## src/rtl/ffsr_pkg.sv

```systemverilog
// Shared types and helpers for the ffsr pulse-domain blocks: sequencer state,
// completion status and the binary-to-thermometer encoder.
package ffsr_pkg;

    localparam int FFSR_W_MAX = 64;

    typedef enum logic [2:0] {
        ST_IDLE  = 3'd0,
        ST_LOAD  = 3'd1,
        ST_LWAIT = 3'd2,
        ST_STEP  = 3'd3,
        ST_SWAIT = 3'd4,
        ST_DONE  = 3'd5
    } seq_state_e;

    typedef struct packed {
        logic err;
        logic sat;
        logic aborted;
    } seq_status_t;

    // Callers truncate the result to their own register width.
    function automatic logic [FFSR_W_MAX-1:0] therm_of(input int n);
        logic [FFSR_W_MAX-1:0] code;
        code = {FFSR_W_MAX{1'b0}};
        for (int i = 0; i < FFSR_W_MAX; i++) begin
            code[i] = (i < n);
        end
        return code;
    endfunction

endpackage

```

## src/rtl/ffsr_therm_decode.sv

```systemverilog
// Combinational thermometer decoder: counts contiguous ones from bit 0 and
// flags any pattern that is not a legal thermometer code.
module ffsr_therm_decode
    import ffsr_pkg::*;
#(
    parameter int INPUT_SIZE = 8,
    parameter int CNT_W      = $clog2(INPUT_SIZE + 1)
) (
    input  logic [INPUT_SIZE-1:0] therm_in,
    output logic [CNT_W-1:0]      count,
    output logic                  therm_err
);

    logic [CNT_W-1:0]      count_s;
    logic                  run_s;
    logic [INPUT_SIZE-1:0] legal_s;

    // Run-length of ones starting at the LSB; the first zero ends the run.
    always_comb begin
        count_s = {CNT_W{1'b0}};
        run_s   = 1'b1;
        for (int i = 0; i < INPUT_SIZE; i++) begin
            if (run_s && therm_in[i]) begin
                count_s = count_s + {{(CNT_W-1){1'b0}}, 1'b1};
            end else begin
                run_s = 1'b0;
            end
        end
    end

    // Re-encode the count and compare, catching stray ones above the run.
    always_comb begin
        legal_s = INPUT_SIZE'(therm_of(int'(count_s)));
    end

    assign count     = count_s;
    assign therm_err = (therm_in != legal_s);

endmodule

```

## src/rtl/ffsr_pulse_seq.sv

```systemverilog
// Drives one ffsr_pulse register to a binary target, either by direct load or
// by single-unit inc/dec steps, closing the loop through the decoded feedback.
module ffsr_pulse_seq
    import ffsr_pkg::*;
#(
    parameter int INPUT_SIZE = 8,
    parameter int CNT_W      = $clog2(INPUT_SIZE + 1)
) (
    input  logic                  clk,
    input  logic                  rst,
    input  logic                  req_valid,
    output logic                  req_ready,
    input  logic [CNT_W-1:0]      req_target,
    input  logic                  req_load,
    input  logic                  abort,
    input  logic [INPUT_SIZE-1:0] therm_in,
    output logic                  ffsr_rst,
    output logic [INPUT_SIZE-1:0] ffsr_init,
    output logic                  ffsr_inc,
    output logic                  ffsr_dec,
    output logic [CNT_W-1:0]      count,
    output logic                  therm_err,
    output logic                  busy,
    output logic                  done,
    output logic [2:0]            status
);

    localparam logic [CNT_W-1:0] MAX_CNT = CNT_W'(INPUT_SIZE);

    seq_state_e            state_r, state_nxt_s;
    logic [CNT_W-1:0]      target_q_r, target_nxt_s, target_clamp_s;
    seq_status_t           status_r, status_nxt_s;
    logic                  ffsr_rst_r, ffsr_rst_nxt_s;
    logic [INPUT_SIZE-1:0] ffsr_init_r, ffsr_init_nxt_s;
    logic                  ffsr_inc_r, ffsr_inc_nxt_s;
    logic                  ffsr_dec_r, ffsr_dec_nxt_s;
    logic                  done_r, done_nxt_s;
    logic                  sat_s;
    logic [CNT_W-1:0]      count_s;
    logic                  therm_err_s;

    ffsr_therm_decode #(
        .INPUT_SIZE (INPUT_SIZE),
        .CNT_W      (CNT_W)
    ) u_decode (
        .therm_in  (therm_in),
        .count     (count_s),
        .therm_err (therm_err_s)
    );

    assign sat_s          = (req_target > MAX_CNT);
    assign target_clamp_s = sat_s ? MAX_CNT : req_target;

    // Next-state and next-output decode; pulse outputs are decided one cycle
    // ahead so they leave the block straight from flops.
    always_comb begin
        state_nxt_s     = state_r;
        target_nxt_s    = target_q_r;
        status_nxt_s    = status_r;
        ffsr_rst_nxt_s  = 1'b0;
        ffsr_init_nxt_s = ffsr_init_r;
        ffsr_inc_nxt_s  = 1'b0;
        ffsr_dec_nxt_s  = 1'b0;
        case (state_r)
            ST_IDLE: begin
                if (req_valid) begin
                    target_nxt_s         = target_clamp_s;
                    status_nxt_s.err     = 1'b0;
                    status_nxt_s.sat     = sat_s;
                    status_nxt_s.aborted = 1'b0;
                    if (req_load) begin
                        state_nxt_s     = ST_LOAD;
                        ffsr_rst_nxt_s  = 1'b1;
                        ffsr_init_nxt_s = INPUT_SIZE'(therm_of(int'(target_clamp_s)));
                    end else begin
                        state_nxt_s = ST_STEP;
                    end
                end else begin
                    state_nxt_s = ST_IDLE;
                end
            end
            ST_LOAD: begin
                state_nxt_s = ST_LWAIT;
            end
            ST_LWAIT: begin
                status_nxt_s.err = therm_err_s || (count_s != target_q_r);
                state_nxt_s      = ST_DONE;
            end
            ST_STEP: begin
                if (abort) begin
                    status_nxt_s.aborted = 1'b1;
                    state_nxt_s          = ST_DONE;
                end else if (therm_err_s) begin
                    status_nxt_s.err = 1'b1;
                    state_nxt_s      = ST_DONE;
                end else if (count_s < target_q_r) begin
                    ffsr_inc_nxt_s = 1'b1;
                    state_nxt_s    = ST_SWAIT;
                end else if (count_s > target_q_r) begin
                    ffsr_dec_nxt_s = 1'b1;
                    state_nxt_s    = ST_SWAIT;
                end else begin
                    state_nxt_s = ST_DONE;
                end
            end
            ST_SWAIT: begin
                if (abort) begin
                    status_nxt_s.aborted = 1'b1;
                    state_nxt_s          = ST_DONE;
                end else begin
                    state_nxt_s = ST_STEP;
                end
            end
            ST_DONE: begin
                state_nxt_s = ST_IDLE;
            end
            default: begin
                state_nxt_s = ST_IDLE;
            end
        endcase
    end

    assign done_nxt_s = (state_nxt_s == ST_DONE);

    // State, target and output registers; reset cuts any pulse in flight.
    always_ff @(posedge clk or negedge rst) begin
        if (!rst) begin
            state_r     <= ST_IDLE;
            target_q_r  <= {CNT_W{1'b0}};
            status_r    <= 3'b000;
            ffsr_rst_r  <= 1'b0;
            ffsr_init_r <= {INPUT_SIZE{1'b0}};
            ffsr_inc_r  <= 1'b0;
            ffsr_dec_r  <= 1'b0;
            done_r      <= 1'b0;
        end else begin
            state_r     <= state_nxt_s;
            target_q_r  <= target_nxt_s;
            status_r    <= status_nxt_s;
            ffsr_rst_r  <= ffsr_rst_nxt_s;
            ffsr_init_r <= ffsr_init_nxt_s;
            ffsr_inc_r  <= ffsr_inc_nxt_s;
            ffsr_dec_r  <= ffsr_dec_nxt_s;
            done_r      <= done_nxt_s;
        end
    end

    assign req_ready = (state_r == ST_IDLE);
    assign busy      = (state_r != ST_IDLE);
    assign ffsr_rst  = ffsr_rst_r;
    assign ffsr_init = ffsr_init_r;
    assign ffsr_inc  = ffsr_inc_r;
    assign ffsr_dec  = ffsr_dec_r;
    assign done      = done_r;
    assign status    = status_r;
    assign count     = count_s;
    assign therm_err = therm_err_s;

endmodule

```

## config.mk

```make
export PLATFORM = sky130hd
export DESIGN_NAME = ffsr_pulse_seq
export DESIGN_NICKNAME = d
export VERILOG_FILES = /design/src/rtl/ffsr_pkg.sv /design/src/rtl/ffsr_therm_decode.sv /design/src/rtl/ffsr_pulse_seq.sv
export SDC_FILE = /design/constraint.sdc
export NUM_CORES = 1
export LEC_CHECK = 0
export ABC_AREA = 1
export ABC_CLOCK_PERIOD_IN_PS = 2800
export BUFFER_PORTS_ARGS = -buffer_cell sky130_fd_sc_hd__buf_2
export CORE_MARGIN = 2
export CORE_UTILIZATION = 56
export CTS_BUF_LIST = sky130_fd_sc_hd__clkbuf_4
export CTS_CLUSTER_SIZE = 25
export DETAILED_ROUTE_END_ITERATION = 8
export GPL_ROUTABILITY_DRIVEN = 0
export PLACE_DENSITY = 0.87
export SETUP_SLACK_MARGIN = 0.3
export SYNTH_ARGS = -nofsm -noshare
export SYNTH_HDL_FRONTEND = slang
export SYNTH_SLANG_ARGS = --single-unit
```

## constraint.sdc

```tcl
create_clock -name clk -period 2.8 [get_ports clk]
set_input_delay 0.14 -clock clk [delete_from_list [all_inputs] [get_ports clk]]
set_output_delay 0.14 -clock clk [all_outputs]
set_load 0.01 [all_outputs]
```

==> metrics, run 1 <==
Critical Path AT=2450 ps; min Tclk post-route=2590 ps; number of buffers created by CTS=3; n_diodes=0; synth cell count leaders=64 x nand2_1, 40 x inv_1, 22 x dfrtp_1; Post-synth EDFFs=0; post-synthesis async set-or-reset flop share=100%; peak supply drop=0.702 mV; Root Driver=clkbuf_4; initial antenna violation count=0; Final Max Slew Viols=0; CTS tree=built; Crit. End Element=output pin; Netlist cell types=32; vias in the first global route=1725; Die Area=3500 um2; Congestion Overflow GR=0; largest net degree at the start of global routing=23; fin area=2550 um2; first-pass GRT wire length=7380 um; Core Rows=20; Compound-Gate Fraction of Synth Area=9.70%; leading area contributor after synthesis=dfrtp_1; I/O pin total=39; Clk Latency, worst-skew pair=310 ps; Total Wirelength=5500 um; Leak Pwr=1.39 nW; XOR/XNOR Fraction of Synth Area=0%; status=complete, no violations; share of the yosys chip area belonging to registers=32.3%; clock sink total=22; mux share of post-synthesis cell area=0%; CP Launch Point=therm_in[2]; Hold Crit Start=req_load; post-route clock period utilization=92.5%; gr usage total=27.3%; # fillers=158; H-Tree Depth=1; top post-synthesis cells by area=dfrtp_1 32%, nand2_1 14%, inv_1 8.8%; Setup violations, final=0; Initial Util=57.2%; Synth Area in Adders=6.61%; type of the tightest min-delay check=in -> reg; CTS clk-pin slew, worst paths=110 ps; Bufs on Longest Clock Path=2; cell area power density=569 nW/um2; First-pass DRT Iterations=5; RSZ-0062 raised after global routing=true; worst slew pin tran=484 ps; Slew headroom=67.7%; Worst Path Required=2660 ps; die height=59.1 um; final setup skew=1.95 ps; critical path type=in -> out; count leader, synth=nand2_1; drt initial violations=120; sequential cell area=551 um2; Post-Synthesis Cells=239; most used flip-flop cell after synthesis=dfrtp_1; width of the die=59.1 um; Post-DP Area=2180 um2; DRC Markers=0; top cell type's share of synthesized area=32.3%; Detailed Place HPWL=3290 um; CP Launch Type=input port; Post-Syn Area=1700 um2; Avg Synthesized Cell Area=7.13 um2; Post-Synth Simple-Gate Area=40.3%; remaining antenna violation count=0; crit-path max FO=8; WL/cell=16.2 um; port bufs=38; syn nets=265; Vias=1932; core box area=2980 um2; area of the multi-input gates=1280 um2; final net count=334; reg-to-reg startpoint=state_r[0]; flip-flop and latch count after synthesis=22; Fin. Hold Viols=0; share of layout cells above drive strength 1=51.6%; synth-to-layout area growth=49.5%; combinational family with the most area after synthesis=simple AND/OR/NAND/NOR gates; vias per cell=5.70; Syn. warnings=0; Sum Neg Setup Slack=0 ps; fmax=0.386 GHz; max_cap viols=0
path summary, 6_finish.rpt:
| path | endpoint | slack, ps | cells past startpoint |
|---|---|---|---|
| min | state_r[1] | 40 | 2 |
| max | therm_err | 210 | 23 |
| min in group asynchronous | ffsr_init[1] | 320 | 2 |
| max in group asynchronous | ffsr_rst | 2150 | 2 |
| min reg2reg | ffsr_init[3] | 500 | 2 |
| max reg2reg | ffsr_init[0] | 610 | 9 |
power breakdown:
part           total [mW]  switching [mW]  internal (mW)
Sequential          0.525          0.0761          0.448
Clock               0.145          0.0944         0.0504
Combinational       0.779           0.476          0.304
logic make-up (layout without fill, tap and decap cells):
family                   after synthesis  in the layout
flip-flops                            22             22
buffers and inverters                 49            116
AND/OR/NAND/NOR                      131            131
adder cells (fa/ha/maj)                9              9
AO/OA/AOI/OAI                         28             28
critical path: stages:
cell and delay (ps):
buf_8 90, inv_4 30, a21boi_4 200, ha_4 240
a31oi_4 160, nand2_2 90, nand2_4 90, inv_4 40
ha_4 140, nand4_1 130, inv_1 90, nand2_2 100
nand2_4 80, nand2_4 70, nand2_4 50, nand2_4 80
buf_6 130, nand2_1 50, nand2_1 80, nand2_2 80
nor2_4 80, nand2_1 60, buf_2 130
sequential cells by signal, summed over array words and instances (netlist names):
name and flops:
ffsr_dec 1, ffsr_inc 1, done 1, ffsr_init 8
ffsr_rst 1, status 3, state_r 3, target_q_r 4
stage by stage:
stage | hold WS (ps) | std cells | util (%) | total power, mW | setup WS (ps)
global route | 19.2 | 339 | 85.5 | 1.54 | 62.8
floorplan | -156 | 239 | - | 0.945 | 175
global placement | 122 | 328 | 73.1 | 1.15 | -78.0
detailed placement | 121 | 328 | 73.1 | 1.18 | -155
finish | 36.9 | 339 | 85.5 | 1.45 | 211
CTS | 28.2 | 337 | 80.9 | 1.35 | 278
layer usage:
layer,track usage [%],routed length [um],part of all wire [%]
met5,0,0,0
met4,6.82,201,3.7
met3,5.46,416,7.6
met2,47.5,2880,52
met1,34.7,2010,36
layout make-up:
type | instances | share of cell area [%]
Multi-Input combinational cell | 168 | 50.2
Sequential cell | 22 | 21.6
Timing Repair Buffer | 66 | 18.3
Inverter | 47 | 7.32
Tap cell | 33 | 1.62
Clock buffer | 3 | 0.885
layout by cell type, fill, tap and decap left out, types with 2 or more instances in the layout:
| cell type | Yosys | routed |
|---|---|---|
| inv_2 | 5 | 14 |
| dfrtp_1 | 22 | 22 |
| nand2_2 | 12 | 21 |
| o211ai_1 | 3 | 3 |
| nand3_4 | 2 | 4 |
| nand3_1 | 19 | 10 |
| o21ai_1 | 2 | 2 |
| buf_6 | 0 | 7 |
| ha_4 | 0 | 8 |
| inv_1 | 40 | 28 |
| nand4_1 | 2 | 2 |
| a21oi_2 | 0 | 2 |
| inv_4 | 0 | 3 |
| buf_2 | 0 | 34 |
| nand3_2 | 4 | 11 |
| buf_8 | 0 | 2 |
| nand2_1 | 64 | 45 |
| nand2_4 | 2 | 11 |
| o21ai_0 | 9 | 7 |
| clkbuf_4 | 0 | 3 |
| clkinv_2 | 1 | 2 |
| nor2_1 | 16 | 15 |
| a21oi_1 | 6 | 4 |
| nor2_4 | 5 | 6 |
| buf_4 | 1 | 21 |
| o21ai_2 | 0 | 2 |
| o22ai_1 | 2 | 2 |
timing repair:
item / CTS / global route
pin swaps: 25 / 21
endpoints found under the hold margin: 22 / 0
buffers inserted: 5 / 2
endpoints found under the setup margin: 6 / 6
hold buffers: 1 / 0
resized for setup: 38 / 35
Note: power is estimated with default switching activity, not from simulation.
==> inputs of run 2 (changes only) <==
- ABC_AREA: 1 -> default
- CORE_UTILIZATION: 56 -> 55
==> run 2 against run 1 <==
Against the previous run: fmax is 23% lower; sequential share of layout area is 0.98 points higher; routed wire length is 8.1% higher; synthesized cell count is 16% lower; combinational power is 15% higher; count of clock-buffer cells in the layout stayed put; largest power group unchanged; the flow now finishes with violations (design-rule violations, negative setup slack); critical path type is now in -> reg; largest cell class unchanged; cell area is 4.3% lower; worst hold slack better by 110 ps; flip-flop and latch count stayed put.
==> metrics, run 2 <==
Worst Setup Slack, final=-563 ps (-774 ps); WL/cell=19.3 um (+19%); drt initial violations=182 (+52%); CTS tree=built; leading area contributor after synthesis=dfrtp_1; port bufs=38 (unchanged); gr usage total=30.1% (+2.8 points); top post-synthesis cells by area=dfrtp_1 33%, ha_1 6.8%, nor2_1 6.8%; post-route clock period utilization=120% (+28 points); Detailed Place HPWL=3150 um (-4.4%); Hold Slack=150 ps (+113 ps); Post-Layout Cell Count=308 (-9.1%); top cell type's share of synthesized area=33.4% (+1.1 points); Fin. Hold Viols=0 (unchanged); initial antenna violation count=0 (unchanged); core box area=2810 um2 (-5.8%); Cells after DPL=290 (-12%); vias per cell=6.51 (+14%); synth cell count leaders=30 x nor2_1, 22 x dfrtp_1, 21 x nand2_1; type of the tightest min-delay check=in -> reg; Post-Syn Area=1650 um2 (-3.3%); Bufs on Longest Clock Path=2 (unchanged); Worst path most repeated cell=ha_4; final net count=304 (-9.0%); H-Tree Depth=1 (unchanged); worst slew pin tran=478 ps (-5.79 ps); width of the die=58.7 um (-0.73%); Slew headroom=68.1% (+0.39 points); Post-synth EDFFs=0 (unchanged); n_diodes=0 (unchanged); Sum Neg Setup Slack=-2820 ps (-2820 ps); Setup violations, final=7 (+7); Critical Path Max Stage Delay=450 ps (+210 ps); fmax=0.297 GHz (-23%); vias in the first global route=1681 (-2.6%); share of layout cells above drive strength 1=44.8% (-6.9 points); Syn. warnings=0 (unchanged); die height=58.7 um (-0.73%); Root Driver=clkbuf_4; largest net degree at the start of global routing=23 (unchanged); syn nets=226 (-15%); first-pass GRT wire length=8070 um (+9.3%); fin area=2440 um2 (-4.3%); Total Wirelength=5950 um (+8.1%); Netlist cell types=51 (+59%); Slowest cell on crit path=a2111o_1; Critical Path AT=3560 ps (+1110 ps); status=complete, but fails checks; post-synthesis async set-or-reset flop share=100% (unchanged); Leak Pwr=1.15 nW (-17%); Final Max Slew Viols=0 (unchanged); max reg flops=8 (unchanged); delay-heaviest family, CP=compound AO/OA/AOI/OAI gates; I/O pin total=39 (unchanged); CP Launch Type=input port; min Tclk post-route=3360 ps (+774 ps); count leader, synth=nor2_1; Vias=2004 (+3.7%); cells along the critical path=buf_4, o21ai_4, inv_2, ha_4, a21oi_2, nor2_2, buf_4, buf_6, ha_4, mux2_4, a2111o_1, nand2_4, o21ai_4, ha_4, nor2b_4, o21ai_2, nand2b_1, a21oi_4, nor2_2, nor3_2, nor2_1; final setup skew=1.97 ps (+0.0190 ps); Core Rows=19 (-5.0%); CTS clk-pin slew, worst paths=110 ps (about the same); Worst Path Required=3000 ps (+340 ps); Die Area=3450 um2 (-1.4%); flip-flop and latch count after synthesis=22 (unchanged); number of buffers created by CTS=3 (unchanged); RSZ-0062 raised after global routing=true; most used flip-flop cell after synthesis=dfrtp_1; commonest non-fill, non-tap cells in the layout=41 x buf_4, 32 x buf_2, 27 x nor2_1; share of the yosys chip area belonging to registers=33.4% (+1.1 points); Clk Latency, worst-skew pair=310 ps (about the same); Congestion Overflow GR=0 (unchanged); crit-path max FO=4 (-4); First-pass DRT Iterations=9 (+4); Post-DP Area=2100 um2 (-3.6%); failing checks=design-rule violations, negative setup slack; Avg Synthesized Cell Area=8.23 um2 (+16%); cell area power density=660 nW/um2 (+16%); Initial Util=58.7% (+1.5 points); Crit. End Element=flop; clock sink total=22 (unchanged); critical path type=in -> reg; peak supply drop=0.789 mV (+12%); max_cap viols=0 (unchanged); Place WS=-697 ps (-542 ps); Post-Synthesis Cells=200 (-16%); CP Buf/Inv Count=4 (-2); remaining antenna violation count=0 (unchanged); DRC Markers=1 (+1); commonest non-fill, non-tap cell in the layout=buf_4; synth-to-layout area growth=47.9%
run 2: area by class of cell:
cell class / instances / area [um2]
inverter: 13 / 56.3
fill: 143 / 369
sequential: 22 / 551
timing repair buffer: 83 / 584
tap: 31 / 38.8
clock buffer: 3 / 22.5
multi-input combinational: 155 / 1180
clock inverter: 1 / 3.75
run 2: kinds of logic after synthesis:
kind of cell | share of synthesized area, %
XOR/XNOR | 1.60
AO/OA/AOI/OAI | 23.4
buffers and inverters | 6.99
AND/OR/NAND/NOR | 26.4
adder cells (fa/ha/maj) | 6.84
flip-flops | 33.4
multiplexers | 1.37
run 2: what timing repair did:
action,in CTS,in global routing
gates resized for setup,13,28
pin swaps,13,17
setup endpoints to repair,9,9
hold buffers,1,0
setup buffers,6,7
hold endpoints to repair,22,0
run 2: layer usage:
layer	up-vias	GRT usage, %	routed length [um]
met2	159	48.6	2730
met1	944	42.6	2320
li1	862	-	-
met3	39	5.71	622
met4	0	6.17	274
met5	-	0	0
run 2: path summary, 6_finish.rpt:
path,start,end,slack (ps),cells after the start
min in group asynchronous,rst,status[1],330,2
worst max register to register,state_r[2],ffsr_init[7],830,6
worst min-delay path,req_target[0],target_q_r[0],150,3
max in group asynchronous,rst,ffsr_inc,2140,2
worst min register to register,ffsr_init[7],ffsr_init[7],490,1
worst max-delay path,therm_in[2],state_r[0],-560,21
run 2: worst min-delay path: cells and delay by family:
family / cells / cell delay, ps
and+or+nand+nor: 1 / 70
buffers and inverters: 1 / 130
AOI/OAI and AO/OA: 1 / 80
run 2: where the power goes:
part	internal (mW)	switching, mW
sequential	0.450	0.115
combinational	0.400	0.496
clock	0.0522	0.0929
run 2: stage by stage:
step	power [mW]	util [%]
floorplan	0.966	-
global placement	1.21	74.8
detailed placement	1.24	74.8
CTS	1.43	80.2
global route	1.70	86.8
finish	1.61	86.8
==> inputs of run 3 (changes only) <==
- CORE_UTILIZATION: 55 -> 49
- PLACE_DENSITY: 0.87 -> 0.79
==> run 3 against run 2 <==
Against the previous run: combinational power fell by 16%; critical endpoint is now therm_err; count of clock-buffer cells in the layout did not move; clock power rose by 69%; worst hold slack got worse by 39 ps; the run ends with negative setup slack left.
==> metrics, run 3 (synthesis results as in run 2) <==
status=complete, but fails checks; failing checks=negative setup slack; share of layout cells above drive strength 1=42.4% (-2.4 points); critical path type=in -> out; First-pass DRT Iterations=4 (-5); Leak Pwr=1.11 nW (-3.6%); vias in the first global route=1490 (-11%); part of the power in registers=35.4% (+0.2 points); sequential cell area=551 um2 (unchanged); Clk Latency, worst-skew pair=320 ps (about the same); logic gate share of total power=48.7% (-7.1 points); max reg flops=8 (unchanged); Crit. End Element=output pin; Worst Path Required=2660 ps (-340 ps); remaining antenna violation count=0 (unchanged); peak supply drop=0.509 mV (-36%); # fillers=252 (+76%); largest net degree at the start of global routing=23 (unchanged); CTS clk-pin slew, worst paths=130 ps (+20 ps); Net Switching=0.591 mW (-16%); Clock power frac=15.9% (+6.9 points); Vias=1738 (-13%); first-pass GRT wire length=6350 um (-21%); H-Tree Depth=1 (unchanged); max_cap viols=0 (unchanged); post-route clock period utilization=111% (-9.5 points); Fin. Hold Viols=0 (unchanged); Final Max Slew Viols=0 (unchanged); Total Wirelength=4510 um (-24%); vias per cell=5.52 (-15%); final setup skew=12.1 ps (+10.1 ps); worst slew pin tran=475 ps (-3.56 ps); Initial Util=50.1% (-8.6 points); P_int=0.948 mW (+5.1%); commonest non-fill, non-tap cells in the layout=35 x buf_2, 33 x buf_4, 29 x nor2_1; Worst Setup Slack, final=-298 ps (+265 ps); type of the tightest min-delay check=in -> reg; commonest non-fill, non-tap cell in the layout=buf_2; gr usage total=22.4% (-7.8 points); CP Launch Type=input port; width of the die=62.0 um (+5.5%); clock sink total=22 (unchanged); Root Driver=clkbuf_4; core box area=3280 um2 (+17%); sw frac=38.4% (-5.5 points); min Tclk post-route=3100 ps (-265 ps); crit-path max FO=4 (unchanged); n_diodes=0 (unchanged); Overall Power=1.54 mW (-4.2%); Critical Path AT=2960 ps (-600 ps); Congestion Overflow GR=0 (unchanged); synth-to-layout area growth=43.3%; DRC Markers=0 (-1); I/O pin total=39 (unchanged); die height=62.0 um (+5.5%); cell area power density=652 nW/um2 (-1.1%); number of buffers created by CTS=3 (unchanged); Setup violations, final=6 (-1); port bufs=38 (unchanged); Die Area=3840 um2 (+11%); RSZ-0062 raised after global routing=true; area of the multi-input gates=1140 um2 (-3.6%); fmax=0.323 GHz (+8.6%); WL/cell=14.3 um (-26%); Slew headroom=68.3% (+0.24 points); Core Rows=21 (+2); final net count=296 (-2.6%); Place WS=-677 ps (+20.2 ps); Bufs on Longest Clock Path=2 (unchanged); CTS tree=built; Detailed Place HPWL=3060 um (-2.7%); initial antenna violation count=0 (unchanged); drt initial violations=103 (-43%)
## run 3: cell count changes in the layout (fill, tap and decap cells not counted), sizes merged
cell	delta
buf	-8
bufinv	+1
clkinv	-1
## run 3: path summary, 6_finish.rpt
check | start | end | slack, ps | depth (start not counted)
min reg2reg | status[1] | status[1] | 500 | 2
min | req_target[0] | ffsr_init[2] | 110 | 3
max reg2reg | state_r[2] | ffsr_init[7] | 1030 | 6
min in group asynchronous | rst | ffsr_rst | 300 | 2
max | therm_in[1] | therm_err | -300 | 16
max in group asynchronous | rst | ffsr_dec | 2170 | 2
## run 3: cell type report
type                            count  area share [%]
Sequential cell                    22            23.3
Inverter                           13            2.39
Clock inverter                      1            1.27
Timing Repair Buffer               75            21.4
Clock buffer                        3           0.954
Tap cell                           46            2.44
Multi-Input combinational cell    155            48.2
## run 3: critical path, stage by stage
cell and delay (ps):
buf_12 90, inv_8 30, o21ai_4 160, buf_4 130
nor2_1 40, ha_1 300, o21ai_2 180, ha_4 230
mux2_4 260, a2111o_1 410, nand2_2 100, o21a_1 160
a311oi_2 50, o2111a_2 280, o211ai_4 210, buf_2 170
## run 3: per-layer routing
layer	GRT usage [%]	wire (um)	share of wire [%]
met4	10.0	91	2.0
met2	37.5	2320	51
met5	0	0	0
met1	28.6	1910	42
met3	2.90	196	4.3
## run 3: through the flow
step | instances | TNS [ps] | hold slack [ps] | util, % | cell area [um2]
2_1_floorplan | 200 | -1330 | -156 | - | 1700
3_3_place_gp | 299 | -3120 | 126 | 63.1 | 2070
3_5_place_dp | 299 | -3610 | 132 | 63.1 | 2070
4_1_cts | 309 | -1560 | 103 | 67.7 | 2220
5_1_grt | 315 | -2440 | 116 | 71.8 | 2360
6_report | 315 | -1630 | 111 | 71.8 | 2360
## run 3: power by group through the flow
stage | Combinational [mW] | Clock [mW] | Sequential [mW]
3_3_place_gp | 0.654 | 0 | 0.550
2_1_floorplan | 0.406 | 0 | 0.559
5_1_grt | 0.847 | 0.267 | 0.568
4_1_cts | 0.691 | 0.251 | 0.547
3_5_place_dp | 0.673 | 0 | 0.553
6_report | 0.749 | 0.245 | 0.545
## run 3: repair_timing
action,CTS,global route
resized for setup,12,19
hold endpoints to repair,22,0
setup buffers,5,6
pin swaps,15,15
setup endpoints to repair,9,9
hold buffers,1,0
